File: config.mk
export PLATFORM = sky130hd
export DESIGN_NAME = control_sequencer
export DESIGN_NICKNAME = d
export VERILOG_FILES = /design/src/rtl/control_sequencer.sv
export SDC_FILE = /design/constraint.sdc
export NUM_CORES = 1
export LEC_CHECK = 0
export CORE_MARGIN = 1.5
export CORE_UTILIZATION = 36
export CTS_CLUSTER_SIZE = 24
export DETAILED_ROUTE_END_ITERATION = 8
export PLACE_DENSITY = 0.74
export SYNTH_ARGS = -nofsm -noshare
export SYNTH_HDL_FRONTEND = slang
export SYNTH_SLANG_ARGS = --single-unit
export TNS_END_PERCENT = 5
File: constraint.sdc
create_clock -name clk -period 1.2 [get_ports clk]
set_input_delay 0.18 -clock clk [delete_from_list [all_inputs] [get_ports clk]]
set_output_delay 0.18 -clock clk [all_outputs]
set_load 0.02 [all_outputs]
File: src/rtl/control_sequencer.sv
// Microsequencer driving the memory_system control word: fetch/decode/execute of a 5-bit ISA.
// Outputs are combinational from the state (plus instruction/flags in decode/execute); 4-7 cycles per instruction.
// No backpressure; the optional CU_SINGLE_STEP_EN build stalls in S_FA until step is high.
module control_sequencer #(
  parameter int         DATA_WIDTH = 8,
  parameter logic [2:0] PC_ADDR    = 3'b000,
  parameter logic [2:0] DPTR_ADDR  = 3'b001,
  parameter logic [2:0] A_ADDR     = 3'b010,
  parameter logic [2:0] TEMP_ADDR  = 3'b011,
  parameter logic [2:0] ACC_ADDR   = 3'b111
) (
  input  logic       clk,
  input  logic       rst,
`ifdef CU_SINGLE_STEP_EN
  input  logic       step,
  output logic       waiting,
`endif
  input  logic [4:0] instruction,
  input  logic       C,
  input  logic       N,
  input  logic       P,
  input  logic       Z,
  output logic       ir_sclr,
  output logic       mar_sclr,
  output logic       enaf,
  output logic [2:0] selop,
  output logic [1:0] shamt,
  output logic       bank_wr_en,
  output logic [2:0] busB_addr,
  output logic [2:0] busC_addr,
  output logic       ir_en,
  output logic       mar_en,
  output logic       mdr_en,
  output logic       wr_rdn,
  output logic       mdr_alu_n,
  output logic       halted
);

  localparam logic [2:0] OP_SLL    = 3'b000;
  localparam logic [2:0] OP_PASS_B = 3'b110;
  localparam logic [2:0] OP_INC_B  = 3'b111;

  if (DATA_WIDTH < 2) begin : g_bad_width
    $error("control_sequencer: DATA_WIDTH must be at least 2");
  end

  typedef enum logic [3:0] {
    S_CLR  = 4'd0,
    S_FA   = 4'd1,
    S_FM   = 4'd2,
    S_FI   = 4'd3,
    S_DEC  = 4'd4,
    S_EXA  = 4'd5,
    S_MA   = 4'd6,
    S_MR   = 4'd7,
    S_MW   = 4'd8,
    S_MS   = 4'd9,
    S_BR   = 4'd10,
    S_HALT = 4'd11
  } state_t;

  state_t state_q;
  state_t state_d;

  logic br_cond;
  logic br_halt;

  always_ff @(posedge clk) begin
    if (rst) begin
      state_q <= S_CLR;
    end else begin
      state_q <= state_d;
    end
  end

  // Branch decode: bit 2 selects unconditional, with 111 reserved as HALT.
  always_comb begin
    br_halt = instruction[2] && (instruction[1:0] == 2'b11);
    br_cond = 1'b1;
    if (!instruction[2]) begin
      case (instruction[1:0])
        2'b00:   br_cond = Z;
        2'b01:   br_cond = C;
        2'b10:   br_cond = N;
        default: br_cond = P;
      endcase
    end
  end

  always_comb begin
    state_d    = S_CLR;
    ir_sclr    = 1'b0;
    mar_sclr   = 1'b0;
    enaf       = 1'b0;
    selop      = 3'b000;
    shamt      = 2'b00;
    bank_wr_en = 1'b0;
    busB_addr  = 3'b000;
    busC_addr  = 3'b000;
    ir_en      = 1'b0;
    mar_en     = 1'b0;
    mdr_en     = 1'b0;
    wr_rdn     = 1'b0;
    mdr_alu_n  = 1'b0;
    halted     = 1'b0;
`ifdef CU_SINGLE_STEP_EN
    waiting    = 1'b0;
`endif

    // Reset overrides the decode so no stale write can leak out during the reset cycle.
    if (rst) begin
      ir_sclr  = 1'b1;
      mar_sclr = 1'b1;
      state_d  = S_CLR;
    end else begin
      case (state_q)
        S_CLR: begin
          ir_sclr  = 1'b1;
          mar_sclr = 1'b1;
          state_d  = S_FA;
        end
        S_FA: begin
`ifdef CU_SINGLE_STEP_EN
          if (step) begin
            busB_addr = PC_ADDR;
            selop     = OP_PASS_B;
            mar_en    = 1'b1;
            state_d   = S_FM;
          end else begin
            waiting   = 1'b1;
            state_d   = S_FA;
          end
`else
          busB_addr = PC_ADDR;
          selop     = OP_PASS_B;
          mar_en    = 1'b1;
          state_d   = S_FM;
`endif
        end
        S_FM: begin
          mdr_en  = 1'b1;
          state_d = S_FI;
        end
        S_FI: begin
          ir_en      = 1'b1;
          busB_addr  = PC_ADDR;
          selop      = OP_INC_B;
          busC_addr  = PC_ADDR;
          bank_wr_en = 1'b1;
          state_d    = S_DEC;
        end
        S_DEC: begin
          case (instruction[4:3])
            2'b00, 2'b01: state_d = S_EXA;
            2'b10:        state_d = S_MA;
            default: begin
              if (br_halt) begin
                state_d = S_HALT;
              end else if (br_cond) begin
                state_d = S_BR;
              end else begin
                state_d = S_FA;
              end
            end
          endcase
        end
        S_EXA: begin
          enaf       = 1'b1;
          bank_wr_en = 1'b1;
          busC_addr  = ACC_ADDR;
          if (instruction[3]) begin
            selop     = OP_SLL;
            shamt     = instruction[1:0];
            busB_addr = ACC_ADDR;
          end else begin
            selop     = instruction[2:0];
            shamt     = 2'b01;
            busB_addr = A_ADDR;
          end
          state_d = S_FA;
        end
        S_MA: begin
          busB_addr = DPTR_ADDR;
          selop     = OP_PASS_B;
          mar_en    = 1'b1;
          state_d   = instruction[2] ? S_MS : S_MR;
        end
        S_MR: begin
          mdr_en  = 1'b1;
          state_d = S_MW;
        end
        S_MW: begin
          mdr_alu_n  = 1'b1;
          busC_addr  = ACC_ADDR;
          bank_wr_en = 1'b1;
          state_d    = S_FA;
        end
        S_MS: begin
          busB_addr = ACC_ADDR;
          selop     = OP_PASS_B;
          wr_rdn    = 1'b1;
          state_d   = S_FA;
        end
        S_BR: begin
          busB_addr  = TEMP_ADDR;
          selop      = OP_PASS_B;
          busC_addr  = PC_ADDR;
          bank_wr_en = 1'b1;
          state_d    = S_FA;
        end
        S_HALT: begin
          halted  = 1'b1;
          state_d = S_HALT;
        end
        default: state_d = S_CLR;
      endcase
    end
  end

endmodule
==> flow_metrics.env <==
export IMPL_drtAntennaViolNets=0
export IMPL_cp_required_ps=1020
export IMPL_powerDensity_nw_per_um2=674
export IMPL_overflow=0
export IMPL_via_count=977
export IMPL_rr_worst_depth=6
export IMPL_min_delay_start="rst"
export IMPL_finClkSkew_ps=14.7
export IMPL_tritoncts="built"
export IMPL_startpoint_type="register"
export IMPL_dpl_cell_area_um2=1170
export IMPL_seq_area_frac_synth_pct=11.7
export IMPL_end_kind="output port"
export IMPL_peakVddDrop_mv=0.478
export IMPL_area_growth_pct=89.8
export IMPL_rr_endpoint="state_q[1]"
export IMPL_synthSimpleGateAreaFrac_pct=36.1
export IMPL_cts_sinks=4
export IMPL_hold_end="state_q[2]"
export IMPL_syn_nets=111
export IMPL_synth_compound_area_share_pct=33.9
export IMPL_pwr_share_clk_pct=22.2
export IMPL_fill_cells=143
export IMPL_grt_max_degree=13
export IMPL_dieArea_um2=2180
export IMPL_slew_violations=0
export IMPL_grtUsageTotal_pct=24.8
export IMPL_p_comb_share_pct=58.6
export IMPL_port_buffers=31
export IMPL_arrival_ps=1460
export IMPL_p_leak_nw=0.598
export IMPL_largest_register_ffs=4
export IMPL_chipWidth_um=46.6
export IMPL_core_um2=1760
export IMPL_switchingPower_uw=352
export IMPL_path_max_fanout=6
export IMPL_numCtsBuffers=3
export IMPL_synth_mux_area_share_pct=1.46
export IMPL_largest_registers="state_q: 4 flops"
export IMPL_reg2reg_slack_ps=-180
export IMPL_utilization_pct=73.8
export IMPL_post_route_period_util_pct=137
export IMPL_rsz0062_at_grt="true"
export IMPL_drc=0
export IMPL_slew_headroom_pct=82.8
export IMPL_mostFrequentLayoutCells="buf_4, nand2_1, nor2_1, clkdlybuf4s50_1"
export IMPL_clkLatencyLatePin_ps=260
export IMPL_drt_pass1_iter_count=4
export IMPL_worstHoldPathCells=3
export IMPL_clk_pin_slew_ps=50
export IMPL_max_cap_violations=0
export IMPL_synth_cell_types=42
export IMPL_synth_top_family_by_area="simple AND/OR/NAND/NOR gates"
export IMPL_drt_iter0_drc=23
export IMPL_postSynthAreaPerCell_um2=6.86
export IMPL_multi_input_area_um2=593
export IMPL_switching_share_pct=40.1
export IMPL_placedCellCount=169
export IMPL_fin_cells=183
export IMPL_max_freq_ghz=0.608
export IMPL_setup_viol=24
export IMPL_grt_pass1_vias=880
export IMPL_synth_xor_area_share_pct=2.55
export IMPL_pwr_share_seq_pct=19.2
export IMPL_synth_area_um2=686
export IMPL_hold_class="in2reg"
export IMPL_ys_ff_latch=4
export IMPL_finalInstanceArea_um2=1300
export IMPL_clk_path_buf_depth=2
export IMPL_ff_latch_area_um2=95.1
export IMPL_place_gp_congestion=0.887
export IMPL_regMostFlops="state_q"
export IMPL_yosysWarnings=0
export IMPL_hpwl_um=1650
export IMPL_tns_ps=-7640
export IMPL_final_hold_violation_count=0
export IMPL_synth_fa_ha_area_share_pct=0
export IMPL_wl_per_cell_um=15.2
export IMPL_finalNetCount=171
export IMPL_initial_core_util_pct=38.9
export IMPL_wl_um=2780
export IMPL_vias_per_cell=5.34
export IMPL_die_height_um=46.6
export IMPL_fin_crit_ps=1640
export IMPL_grt_pass1_wl_um=3820
export IMPL_io_pins=32
export IMPL_cts_root_buf="clkbuf_4"
export IMPL_violations="negative setup slack"
export IMPL_final_common_cell="buf_4"
export IMPL_p_int_uw=526
export IMPL_antenna_found_initial=0
export IMPL_postSynthCellCount=100
export IMPL_holdBufCountCts=0
export IMPL_num_rows=15
export IMPL_status="complete, but fails checks"
export IMPL_antenna_cells=0
export IMPL_fin_ws_ps=-444
export IMPL_rr_startpoint="state_q[0]"
export IMPL_h_tree_depth=1
export IMPL_drive_above_1_share_pct=55.1
export IMPL_critPathKind="reg2out"
export IMPL_tightest_slew_ps=258
export IMPL_pre_cts_ws_ps=-885
layout make-up:
class / instances / share of cell area [%]
Tap cell: 25 / 2.40
Clock buffer: 3 / 1.73
Multi-Input combinational cell: 79 / 45.6
Timing Repair Buffer: 67 / 41.5
Inverter: 5 / 1.44
Sequential cell: 4 / 7.31
stage by stage:
step / hold slack (ps) / power [mW]
after CTS: 535 / 0.793
after global placement: 541 / 0.588
after floorplan: 335 / 0.405
after detailed placement: 543 / 0.592
after global routing: 599 / 0.914
final: 558 / 0.877
metal layers:
layer / wire length [um] / vias to the layer above / GRT usage, %
met5: 0 / - / 0
met4: 47 / 0 / 3.33
met3: 244 / 6 / 5.49
met2: 1370 / 54 / 45.6
met1: 1120 / 445 / 29.9
li1: - / 472 / -
cells in the mapped netlist, drive strengths merged:
library cell	instances	area (um2)
nor4	1	6.26
mux2i	1	10.0
and2	1	6.26
a21oi	9	45.0
and3	1	6.26
a22oi	1	7.51
nand2b	2	12.5
nor2	10	40.0
nand3	2	10.0
a2111oi	1	27.5
inv	5	18.8
dfxtp	4	80.1
o21ba	1	10.0
nand2	11	41.3
o22a	1	8.76
o2bb2ai	1	8.76
or2	1	6.26
nand4	1	6.26
o22ai	1	6.26
nor3	4	20.0
xnor2	1	8.76
nand4bb	1	11.3
and2b	1	7.51
o21ai	5	25.0
a311o	1	10.0
buf	11	75.1
a32oi	1	8.76
nor2b	3	33.8
a31oi	2	12.5
o21bai	1	7.51
a31o	1	8.76
xor2	1	8.76
nor3b	2	15.0
nand4b	2	17.5
a2bb2oi	1	8.76
clkbuf	1	3.75
a21o	5	37.5
or4	1	7.51
power groups by stage:
stage / Combinational, mW / Sequential [mW] / Clock, mW
floorplan: 0.247 / 0.158 / 0
global placement: 0.415 / 0.173 / 0
detailed placement: 0.419 / 0.173 / 0
CTS: 0.448 / 0.170 / 0.175
global route: 0.545 / 0.170 / 0.199
finish: 0.514 / 0.168 / 0.195
how the worst max path moves through the flow:
stage          startpoint            to  slack [ps]
5_1_grt        state_q[1]  busB_addr[0]        -490
3_5_place_dp          rst        mdr_en        -890
6_report       state_q[0]        mdr_en        -440
3_3_place_gp          rst        mdr_en        -880
2_1_floorplan  state_q[3]  busC_addr[1]        -290
4_1_cts        state_q[0]        mdr_en        -420
timing repair:
item                       CTS  global route
buffers inserted             7             4
pin swaps                    8            12
setup endpoints to repair   25            25
resized for setup          116            17
cell families after synthesis:
family	count (synthesis)
XOR/XNOR	2
flip-flops	4
multiplexers	1
buffers and inverters	17
AO/OA/AOI/OAI	32
AND/OR/NAND/NOR	44
critical path: stages (launching register included):
cell and delay [ps]:
dfxtp_4 360, nor2b_4 130, or4_1 450, nor2_1 110, buf_4 150
Note: power is estimated with default switching activity, not from simulation.
